**src/rtl/rfg_axis_cmd_decoder_if.sv**
```systemverilog
// Byte-stream ingress/egress and register-file strobe bundle around the command decoder.
// slave = decoder side, master = stream source / register file / egress side.
interface rfg_axis_cmd_decoder_if #(
    parameter int ADDR_WIDTH = 16
);
    logic [7:0]            s_axis_tdata;
    logic                  s_axis_tvalid;
    logic                  s_axis_tready;
    logic [7:0]            m_axis_tdata;
    logic                  m_axis_tvalid;
    logic                  m_axis_tready;
    logic [ADDR_WIDTH-1:0] rfg_address;
    logic [7:0]            rfg_write_value;
    logic                  rfg_write;
    logic                  rfg_read;
    logic                  rfg_read_valid;
    logic [7:0]            rfg_read_value;

    modport slave (
        input  s_axis_tdata, s_axis_tvalid, m_axis_tready, rfg_read_valid, rfg_read_value,
        output s_axis_tready, m_axis_tdata, m_axis_tvalid, rfg_address, rfg_write_value,
               rfg_write, rfg_read
    );

    modport master (
        output s_axis_tdata, s_axis_tvalid, m_axis_tready, rfg_read_valid, rfg_read_value,
        input  s_axis_tready, m_axis_tdata, m_axis_tvalid, rfg_address, rfg_write_value,
               rfg_write, rfg_read
    );
endinterface

```
**src/rtl/rfg_axis_cmd_decoder.sv**
```systemverilog
// Parses header/addr/len byte frames into register write/read strobes; write strobe 1 cycle after byte,
// read >=3 cycles/byte. Ingress always ready (dummy bytes dropped during reads); egress holds data until tready.
module rfg_axis_cmd_decoder #(
    parameter int ADDR_WIDTH = 16
) (
    input  logic                   clk,
    input  logic                   rst,
    rfg_axis_cmd_decoder_if.slave  bus,
    output logic                   busy,
    output logic                   err_bad_header
);

    typedef enum logic [3:0] {
        HEADER, ADDR_H, ADDR_L, LEN_H, LEN_L, WR_DATA, RD_REQ, RD_WAIT, RD_PUSH
    } state_t;

    state_t      state, state_nxt;
    logic [15:0] addr;
    logic [16:0] count;
    logic        inc_en;
    logic        is_read;
    logic        ready_q;
    logic        wr_q;
    logic [7:0]  wr_val_q;
    logic [7:0]  rd_val_q;
    logic        err_q;

    logic        in_hs;
    logic        out_hs;
    logic        last;
    logic [7:0]  din;

    assign din    = bus.s_axis_tdata;
    assign in_hs  = bus.s_axis_tvalid & ready_q;
    assign out_hs = (state == RD_PUSH) & bus.m_axis_tready;
    assign last   = (count == 17'd1);

    always_comb begin
        state_nxt = state;
        case (state)
            HEADER:  if (in_hs && din[7]) state_nxt = ADDR_H;
            ADDR_H:  if (in_hs) state_nxt = ADDR_L;
            ADDR_L:  if (in_hs) state_nxt = LEN_H;
            LEN_H:   if (in_hs) state_nxt = LEN_L;
            LEN_L:   if (in_hs) state_nxt = is_read ? RD_REQ : WR_DATA;
            WR_DATA: if (in_hs && last) state_nxt = HEADER;
            RD_REQ:  state_nxt = RD_WAIT;
            RD_WAIT: if (bus.rfg_read_valid) state_nxt = RD_PUSH;
            RD_PUSH: if (out_hs) state_nxt = last ? HEADER : RD_REQ;
            default: state_nxt = HEADER;
        endcase
    end

    always_ff @(posedge clk) begin
        if (rst) begin
            state    <= HEADER;
            addr     <= 16'd0;
            count    <= 17'd0;
            inc_en   <= 1'b0;
            is_read  <= 1'b0;
            ready_q  <= 1'b0;
            wr_q     <= 1'b0;
            wr_val_q <= 8'd0;
            rd_val_q <= 8'd0;
            err_q    <= 1'b0;
        end else begin
            state   <= state_nxt;
            ready_q <= 1'b1;
            wr_q    <= 1'b0;
            err_q   <= 1'b0;
            // Write-path increment lands one cycle after the strobe, so the strobe sees the pre-increment address.
            if (wr_q && inc_en)
                addr <= addr + 16'd1;
            case (state)
                HEADER: if (in_hs) begin
                    inc_en  <= din[0];
                    is_read <= din[6];
                    err_q   <= (din[7:6] == 2'b01);
                end
                ADDR_H:  if (in_hs) addr[15:8] <= din;
                ADDR_L:  if (in_hs) addr[7:0] <= din;
                LEN_H:   if (in_hs) count <= {1'b0, din, 8'h00};
                LEN_L:   if (in_hs) count <= {1'b0, count[15:8], din} + 17'd1;
                WR_DATA: if (in_hs) begin
                    wr_q     <= 1'b1;
                    wr_val_q <= din;
                    count    <= count - 17'd1;
                end
                RD_WAIT: if (bus.rfg_read_valid) rd_val_q <= bus.rfg_read_value;
                RD_PUSH: if (out_hs) begin
                    count <= count - 17'd1;
                    if (inc_en)
                        addr <= addr + 16'd1;
                end
                default: ;
            endcase
        end
    end

    assign bus.s_axis_tready   = ready_q;
    assign bus.m_axis_tdata    = rd_val_q;
    assign bus.m_axis_tvalid   = (state == RD_PUSH);
    assign bus.rfg_address     = addr[ADDR_WIDTH-1:0];
    assign bus.rfg_write_value = wr_val_q;
    assign bus.rfg_write       = wr_q;
    assign bus.rfg_read        = (state == RD_REQ);
    assign busy                = (state != HEADER);
    assign err_bad_header      = err_q;

endmodule

```
**src/flat_wrapper.sv**
```systemverilog
// flat-port wrapper written by rule: the top's interface ports become plain ports
module rfg_axis_cmd_decoder_flat 
#(
    parameter int ADDR_WIDTH = 16
)
  (clk, rst, busy, err_bad_header, bus_s_axis_tdata, bus_s_axis_tvalid, bus_m_axis_tready, bus_rfg_read_valid, bus_rfg_read_value, bus_s_axis_tready, bus_m_axis_tdata, bus_m_axis_tvalid, bus_rfg_address, bus_rfg_write_value, bus_rfg_write, bus_rfg_read);
  rfg_axis_cmd_decoder_if #(.ADDR_WIDTH(ADDR_WIDTH)) bus_i ();
  input  logic clk;
  input  logic rst;
  output logic busy;
  output logic err_bad_header;
  input wire logic [$bits(bus_i.s_axis_tdata)-1:0] bus_s_axis_tdata;
  input wire logic [$bits(bus_i.s_axis_tvalid)-1:0] bus_s_axis_tvalid;
  input wire logic [$bits(bus_i.m_axis_tready)-1:0] bus_m_axis_tready;
  input wire logic [$bits(bus_i.rfg_read_valid)-1:0] bus_rfg_read_valid;
  input wire logic [$bits(bus_i.rfg_read_value)-1:0] bus_rfg_read_value;
  output wire logic [$bits(bus_i.s_axis_tready)-1:0] bus_s_axis_tready;
  output wire logic [$bits(bus_i.m_axis_tdata)-1:0] bus_m_axis_tdata;
  output wire logic [$bits(bus_i.m_axis_tvalid)-1:0] bus_m_axis_tvalid;
  output wire logic [$bits(bus_i.rfg_address)-1:0] bus_rfg_address;
  output wire logic [$bits(bus_i.rfg_write_value)-1:0] bus_rfg_write_value;
  output wire logic [$bits(bus_i.rfg_write)-1:0] bus_rfg_write;
  output wire logic [$bits(bus_i.rfg_read)-1:0] bus_rfg_read;
  assign bus_i.s_axis_tdata = bus_s_axis_tdata;
  assign bus_i.s_axis_tvalid = bus_s_axis_tvalid;
  assign bus_i.m_axis_tready = bus_m_axis_tready;
  assign bus_i.rfg_read_valid = bus_rfg_read_valid;
  assign bus_i.rfg_read_value = bus_rfg_read_value;
  assign bus_s_axis_tready = bus_i.s_axis_tready;
  assign bus_m_axis_tdata = bus_i.m_axis_tdata;
  assign bus_m_axis_tvalid = bus_i.m_axis_tvalid;
  assign bus_rfg_address = bus_i.rfg_address;
  assign bus_rfg_write_value = bus_i.rfg_write_value;
  assign bus_rfg_write = bus_i.rfg_write;
  assign bus_rfg_read = bus_i.rfg_read;
  rfg_axis_cmd_decoder #(.ADDR_WIDTH(ADDR_WIDTH)) u_core (.clk(clk), .rst(rst), .bus(bus_i), .busy(busy), .err_bad_header(err_bad_header));
endmodule
```
**config.mk**
```make
export PLATFORM = sky130hd
export DESIGN_NAME = rfg_axis_cmd_decoder_flat
export DESIGN_NICKNAME = d
export VERILOG_FILES = /design/src/rtl/rfg_axis_cmd_decoder_if.sv /design/src/rtl/rfg_axis_cmd_decoder.sv /design/src/flat_wrapper.sv
export SDC_FILE = /design/constraint.sdc
export NUM_CORES = 1
export LEC_CHECK = 0
export ABC_AREA = 1
export ABC_CLOCK_PERIOD_IN_PS = 3500
export BUFFER_PORTS_ARGS = -buffer_cell sky130_fd_sc_hd__buf_2
export CORE_UTILIZATION = 60
export CTS_CLUSTER_SIZE = 28
export DETAILED_ROUTE_END_ITERATION = 7
export PLACE_DENSITY = 0.79
export SLEW_MARGIN = 10
export SYNTH_ARGS = -nofsm -noshare
export SYNTH_HDL_FRONTEND = slang
export SYNTH_SLANG_ARGS = --single-unit
export TNS_END_PERCENT = 20
```
**constraint.sdc**
```tcl
create_clock -name clk -period 3.5 [get_ports clk]
set_clock_uncertainty 0.15 [all_clocks]
set_input_delay 0.175 -clock clk [delete_from_list [all_inputs] [get_ports clk]]
set_output_delay 0.175 -clock clk [all_outputs]
set_load 0.05 [all_outputs]
```
Word level (Yosys, flattened, before mapping):

Index checks and enable logic that the tools add are counted.
Widths: inputs -> output; s select.

* flip-flop bits (word level): 58
* input bits: 21
* output and inout port bits: 38
* word-level logic and storage cells: 75

* add/subtract/negate cells: 3
* equal/unequal tests: 19
* multiplexer cells: 25
* bitwise gates (word level): 5
* reductions and logical operators: 13

Operators with widths (count)
* $mux 17: 4
* $pmux 17 s4: 1
* $mux 16: 3
* $pmux 4 s9: 1
* $mux 4: 8
* $pmux 8 s2: 2
* $add 16x1->17 const B: 1
* $eq 17x1->1 const B: 1
* $sub 17x1->17 const B: 1
* $add 16x1->16 const B: 1
* $eq 4x3->1 const B: 4
* $mux 8: 2
* $ne 2x1->1 const B: 8
* $eq 4x2->1 const B: 2
* $reduce_and 8->1: 1
* $reduce_bool 4->1: 2
* $reduce_and 2->1: 3
* $reduce_and 5->1: 1
* $eq 4x1->1 const B: 1
* $eq 4x4->1 const B: 1
* $logic_not 4->1: 1
* $logic_and 1x1->1: 3
* $mux 3: 1
* $not 1->1: 3
* 7 further kinds: 9

Depth between registers and ports, before layout:

* depth after elaboration: 5
* gate-level depth with buffers: 12
* gate-level depth less buffers: 12

Worst setup path after synthesis:

Ideal clock, no wire load.

* kind: register to register
* from: register u_core.addr[0] (netlist: u_core.bus.rfg_address[0])
* to: register u_core.addr[4] (netlist: u_core.bus.rfg_address[4])
* setup time: 0.110 ns
* arrival time: 1.861 ns
* required time: 3.240 ns
* setup slack: 1.379 ns
* stages on the path, launching flop included: 12
* buffers on the path: 0
* clock period less this slack: 2.121 ns
* cells stage by stage: dfxtp_1 > ha_1 > nand2_1 > nor2_2 > xor2_1 > nand2_1 > nand2_1 > inv_1 > o21ai_0 > nand3_1 > nand2_1 > inv_1

* cells in the longest elaborated chain, start to end: 5
* elaborated cells on any way between the ends: 6
* classes of those cells: add/sub (1); mux (5)

Ends and longest elaborated chain
* from (decl): line rfg_axis_cmd_decoder.sv:18 `logic [15:0] addr;`
* from (signal assigned): line rfg_axis_cmd_decoder.sv:73 `addr <= addr + 16'd1;`
* from (signal assigned): line rfg_axis_cmd_decoder.sv:81 `ADDR_L: if (in_hs) addr[7:0] <= din;`
* from (signal assigned): line rfg_axis_cmd_decoder.sv:93 `addr <= addr + 16'd1;`
* $add 16x1->16 (*): line rfg_axis_cmd_decoder.sv:73, rfg_axis_cmd_decoder.sv:93
* $mux 16: line rfg_axis_cmd_decoder.sv:72 `if (wr_q && inc_en)`
* $mux 16: line rfg_axis_cmd_decoder.sv:92 `if (inc_en)`
* $mux 16: line rfg_axis_cmd_decoder.sv:90 `RD_PUSH: if (out_hs) begin`
* $pmux 8 s2 (*): line rfg_axis_cmd_decoder.sv:74 `case (state)`

Every way passes the cells marked *; elsewhere a longest branch is shown, timed or not.
A chain may end at the register's enable or synchronous reset.

Final worst setup path:

* from: register u_core.state[1]
* to: register u_core.addr[8] (netlist: u_core.bus.rfg_address[8])

* cells in the longest elaborated chain, start to end: 4
* elaborated cells on any way between the ends: 5
* classes of those cells: eq/ne (2); mux (2); bitwise (1)

Ends and longest elaborated chain
* from (decl): line rfg_axis_cmd_decoder.sv:17 `state_t state, state_nxt;`
* from (signal assigned): line rfg_axis_cmd_decoder.sv:67 `state <= state_nxt;`
* $eq 4x4->1: line rfg_axis_cmd_decoder.sv:35, rfg_axis_cmd_decoder.sv:74
* $and 1x1->1: line rfg_axis_cmd_decoder.sv:35 `assign out_hs = (state == RD_PUSH) & bus.m_axis_tready;`
* $mux 16: line rfg_axis_cmd_decoder.sv:90
* $pmux 8 s2 (*): line rfg_axis_cmd_decoder.sv:74
* to (signal assigned): line rfg_axis_cmd_decoder.sv:73
* to (signal assigned): line rfg_axis_cmd_decoder.sv:80 `ADDR_H: if (in_hs) addr[15:8] <= din;`
* to (signal assigned): line rfg_axis_cmd_decoder.sv:93

Marks and branches as above.

==> impl_metrics.xml <==
<?xml version="1.0" encoding="UTF-8"?>
<metrics>
  <group name="setup_path">
    <metric name="regToRegSetupSlack" unit="ns">1.18</metric>
    <metric name="setup.worst_path.end_class" unit="">register</metric>
    <metric name="worst_ep_arrival_time" unit="ns">2.40</metric>
    <metric name="critPathLaunchType" unit="">register</metric>
    <metric name="worst_ep_required_time" unit="ns">3.57</metric>
    <metric name="worst-path-max-fanout" unit="">11</metric>
    <metric name="path_class" unit="">reg -&gt; reg</metric>
  </group>
  <group name="cells_and_area">
    <metric name="fin_util" unit="%">71.69</metric>
    <metric name="flow.area_growth_from_synthesis" unit="%">14.81</metric>
    <metric name="final-instance-count-excl-fill" unit="">878</metric>
    <metric name="ant_cells" unit="">0</metric>
    <metric name="highest_count_cells_in_the_layout_ignoring_fill_and_taps" unit="">203 x sky130_fd_sc_hd__nand2_1, 116 x sky130_fd_sc_hd__nand3_1, 72 x sky130_fd_sc_hd__inv_1</metric>
    <metric name="mostFrequentLayoutCell" unit="">sky130_fd_sc_hd__nand2_1</metric>
    <metric name="final_layout_size_suffix_gt1_share" unit="%">13.94</metric>
    <metric name="nFillCells" unit="">628</metric>
    <metric name="finalNetCount" unit="">802</metric>
  </group>
  <group name="cts">
    <metric name="cts-htree-levels" unit="">3</metric>
    <metric name="clock_tree.root_cell" unit="">sky130_fd_sc_hd__clkbuf_8</metric>
    <metric name="clkSinkCount" unit="">58</metric>
    <metric name="post-cts-setup-buffers" unit="">0</metric>
    <metric name="cts-resized-gates" unit="">0</metric>
    <metric name="clock_path_buffers" unit="">2</metric>
    <metric name="clkLatencyLatePin" unit="ns">0.36</metric>
    <metric name="clk_pin_slew_worst_paths" unit="ns">0.08</metric>
    <metric name="cts-buffers-inserted" unit="">9</metric>
    <metric name="cts_hold_buf" unit="">7</metric>
    <metric name="cts_tree" unit="">yes</metric>
  </group>
  <group name="grt">
    <metric name="grt-ovfl-total" unit="">0</metric>
    <metric name="antenna_found_initial" unit="">0</metric>
    <metric name="grt_pass1_wl" unit="µm">22230</metric>
    <metric name="grt_usage" unit="%">37.73</metric>
    <metric name="via_count_of_the_first_global_routing_pass" unit="">4802</metric>
    <metric name="largest_net_degree_at_the_start_of_global_routing" unit="">35</metric>
  </group>
  <group name="power">
    <metric name="sw_power" unit="mW">0.4293</metric>
    <metric name="clock_share_of_power" unit="%">49.4</metric>
    <metric name="power.static_leakage" unit="nW">2.265</metric>
    <metric name="power-per-cell-area" unit="nW/µm²">329.8</metric>
    <metric name="peakVddDrop" unit="mV">0.2771</metric>
    <metric name="power.share.combinational" unit="%">8.8</metric>
    <metric name="power.sequential.fraction" unit="%">41.8</metric>
    <metric name="netSwitchingFraction" unit="%">26.58</metric>
    <metric name="intPower" unit="mW">1.186</metric>
  </group>
  <group name="route">
    <metric name="drt_pass1_iterations" unit="">6</metric>
    <metric name="routed_wl" unit="µm">13660</metric>
    <metric name="drc" unit="">0</metric>
    <metric name="per_cell_routed_wire_length" unit="µm">15.55</metric>
    <metric name="ant_nets" unit="">0</metric>
    <metric name="routed-via-count" unit="">5150</metric>
    <metric name="detail_route.iter0.violations" unit="">370</metric>
    <metric name="route.detailed.vias_per_inst" unit="">5.866</metric>
  </group>
  <group name="die">
    <metric name="initial_utilization" unit="%">62.44</metric>
    <metric name="core.rowCount" unit="">30</metric>
    <metric name="die-width" unit="µm">86.32</metric>
    <metric name="fp.coreArea" unit="µm²">6832</metric>
    <metric name="die_area" unit="µm²">7450</metric>
    <metric name="chipHeight" unit="µm">86.32</metric>
    <metric name="pin_count" unit="">59</metric>
  </group>
  <group name="synth">
    <metric name="synth.net_count" unit="">749</metric>
    <metric name="synth_edf_count" unit="">0</metric>
    <metric name="async_flop_share" unit="%">0</metric>
    <metric name="ys_seq_area_share" unit="%">27.22</metric>
    <metric name="ys_types" unit="">40</metric>
    <metric name="syn-cell-area" unit="µm²">4265</metric>
    <metric name="yosys_warnings" unit="">0</metric>
    <metric name="synth-seq-cells" unit="">58</metric>
    <metric name="synthFlopType" unit="">sky130_fd_sc_hd__dfxtp_1</metric>
    <metric name="netlist_instances" unit="">724</metric>
    <metric name="synth_area_per_cell" unit="µm²">5.891</metric>
  </group>
  <group name="timing">
    <metric name="rsz0062_at_grt" unit="">no</metric>
    <metric name="slew_at_the_pin_closest_to_its_max_slew_limit" unit="ns">1.089</metric>
    <metric name="setup_viol" unit="">0</metric>
    <metric name="achievable_frequency" unit="MHz">430.5</metric>
    <metric name="final.setup.tns" unit="ns">0</metric>
    <metric name="finalHoldViolCount" unit="">0</metric>
    <metric name="slew_headroom" unit="%">27.30</metric>
    <metric name="final.period_utilization" unit="%">66.37</metric>
    <metric name="finalCriticalPeriod" unit="ns">2.323</metric>
    <metric name="timing.final.max_slew_violations" unit="">0</metric>
  </group>
  <group name="worst_hold_path">
    <metric name="hold_class" unit="">in -&gt; reg</metric>
  </group>
  <group name="run">
    <metric name="drv_cap" unit="">0</metric>
  </group>
  <group name="place">
    <metric name="dp_hpwl" unit="µm">9585</metric>
    <metric name="place.detailed.instances" unit="">855</metric>
    <metric name="port_buffers" unit="">58</metric>
    <metric name="routabilityCongestion" unit="">0.9529</metric>
  </group>
  <group name="status">
    <metric name="run_status" unit="">finished, final reports clean</metric>
  </group>
</metrics>
## routing by layer
| metal | track usage, % | wire length, µm | share of wire, % |
|---|---|---|---|
| met2 | 64.65 | 6694 | 49 |
| met4 | 20.76 | 505 | 3.7 |
| met3 | 6.095 | 1142 | 8.4 |
| met5 | 0 | 0 | 0 |
| met1 | 45.13 | 5314 | 39 |
## worst paths after layout
check / startpoint / endpoint / cells after the start
worst max-delay path: u_core.state[1] / u_core.bus.rfg_address[8] / 9
worst max register to register: u_core.state[1] / u_core.bus.rfg_address[8] / 9
worst min-delay path: bus_s_axis_tdata[2] / u_core.bus.rfg_write_value[2] / 3
worst min register to register: u_core.bus.m_axis_tdata[4] / u_core.bus.m_axis_tdata[4] / 2
## stage by stage
stage	hold WS [ns]	worst slack (ns)	cell area [µm²]	power, mW
floorplan	0.1835	1.379	4265	0.7755
global placement	0.2797	1.294	4578	0.8176
detailed placement	0.2840	1.257	4578	0.8196
CTS	0.003111	1.229	4897	1.607
global route	0.03910	0.9232	4897	1.661
finish	0.01816	1.177	4897	1.615
## cells by family (layout without fill, tap and decap cells)
| group | after synthesis | count (layout) | synth area share (%) |
|---|---|---|---|
| AND/OR/NAND/NOR | 421 | 421 | 43.88 |
| buffers and inverters | 111 | 169 | 10.35 |
| AO/OA/AOI/OAI | 125 | 125 | 16.34 |
| adder cells (fa/ha/maj) | 4 | 4 | 1.173 |
| flip-flops | 58 | 58 | 27.22 |
| XOR/XNOR | 5 | 5 | 1.027 |
## worst max-delay path: stages, from the launching register on
cell	delay [ns]
sky130_fd_sc_hd__dfxtp_1	0.41
sky130_fd_sc_hd__nor2_4	0.21
sky130_fd_sc_hd__nand4_1	0.28
sky130_fd_sc_hd__nor2_2	0.36
sky130_fd_sc_hd__buf_4	0.24
sky130_fd_sc_hd__inv_2	0.13
sky130_fd_sc_hd__o21ai_0	0.19
sky130_fd_sc_hd__nand2_1	0.07
sky130_fd_sc_hd__o21ai_0	0.07
sky130_fd_sc_hd__a21oi_1	0.08
## layout make-up
| class | count | area (µm²) | share of cell area (%) |
|---|---|---|---|
| Clock buffer | 9 | 123.9 | 2.529 |
| Clock inverter | 7 | 125.1 | 2.555 |
| Inverter | 85 | 321.6 | 6.566 |
| Multi-Input combinational cell | 555 | 2663 | 54.37 |
| Sequential cell | 58 | 1161 | 23.71 |
| Tap cell | 96 | 120.1 | 2.453 |
| Timing Repair Buffer | 68 | 382.9 | 7.818 |
## cell usage after synthesis, types with 2 or more instances
library cell | n | area share, %
sky130_fd_sc_hd__a21oi_2 | 2 | 0.41
sky130_fd_sc_hd__nand4_1 | 17 | 2.5
sky130_fd_sc_hd__nand2_2 | 2 | 0.29
sky130_fd_sc_hd__a21oi_1 | 45 | 5.3
sky130_fd_sc_hd__o21bai_1 | 3 | 0.53
sky130_fd_sc_hd__o211ai_1 | 3 | 0.53
sky130_fd_sc_hd__nor2_4 | 3 | 0.79
sky130_fd_sc_hd__a31oi_1 | 8 | 1.2
sky130_fd_sc_hd__nand2_1 | 203 | 18
sky130_fd_sc_hd__dfxtp_1 | 58 | 27
sky130_fd_sc_hd__nor2_1 | 59 | 5.2
sky130_fd_sc_hd__a22oi_1 | 3 | 0.53
sky130_fd_sc_hd__nor2_2 | 5 | 0.73
sky130_fd_sc_hd__clkbuf_1 | 15 | 1.3
sky130_fd_sc_hd__inv_1 | 72 | 6.3
sky130_fd_sc_hd__buf_2 | 9 | 1.1
sky130_fd_sc_hd__o21ai_1 | 21 | 2.5
sky130_fd_sc_hd__or2_2 | 2 | 0.29
sky130_fd_sc_hd__nor4_1 | 2 | 0.29
sky130_fd_sc_hd__xor2_1 | 4 | 0.82
sky130_fd_sc_hd__nor3_1 | 8 | 0.94
sky130_fd_sc_hd__ha_1 | 4 | 1.2
sky130_fd_sc_hd__inv_2 | 11 | 0.97
sky130_fd_sc_hd__nand3_1 | 116 | 14
sky130_fd_sc_hd__o21ai_0 | 34 | 4.0
## state kept, by name, indices dropped and copies added, names as in the netlist
name and flops:
u_core.err_bad_header 1, u_core.count 17, u_core.state 4, u_core.bus.rfg_address 16, u_core.bus.s_axis_tready 1, u_core.inc_en 1
u_core.bus.rfg_write_value 8, u_core.bus.rfg_write 1, u_core.bus.m_axis_tdata 8, u_core.is_read 1
## power by group through the flow
stage | clock (mW) | sequential [mW] | combinational (mW)
detailed placement | 0 | 0.690 | 0.130
floorplan | 0 | 0.697 | 0.0781
CTS | 0.796 | 0.674 | 0.137
finish | 0.799 | 0.675 | 0.142
global placement | 0 | 0.690 | 0.128
global route | 0.832 | 0.676 | 0.153
Power figures use the tool's default switching activity.
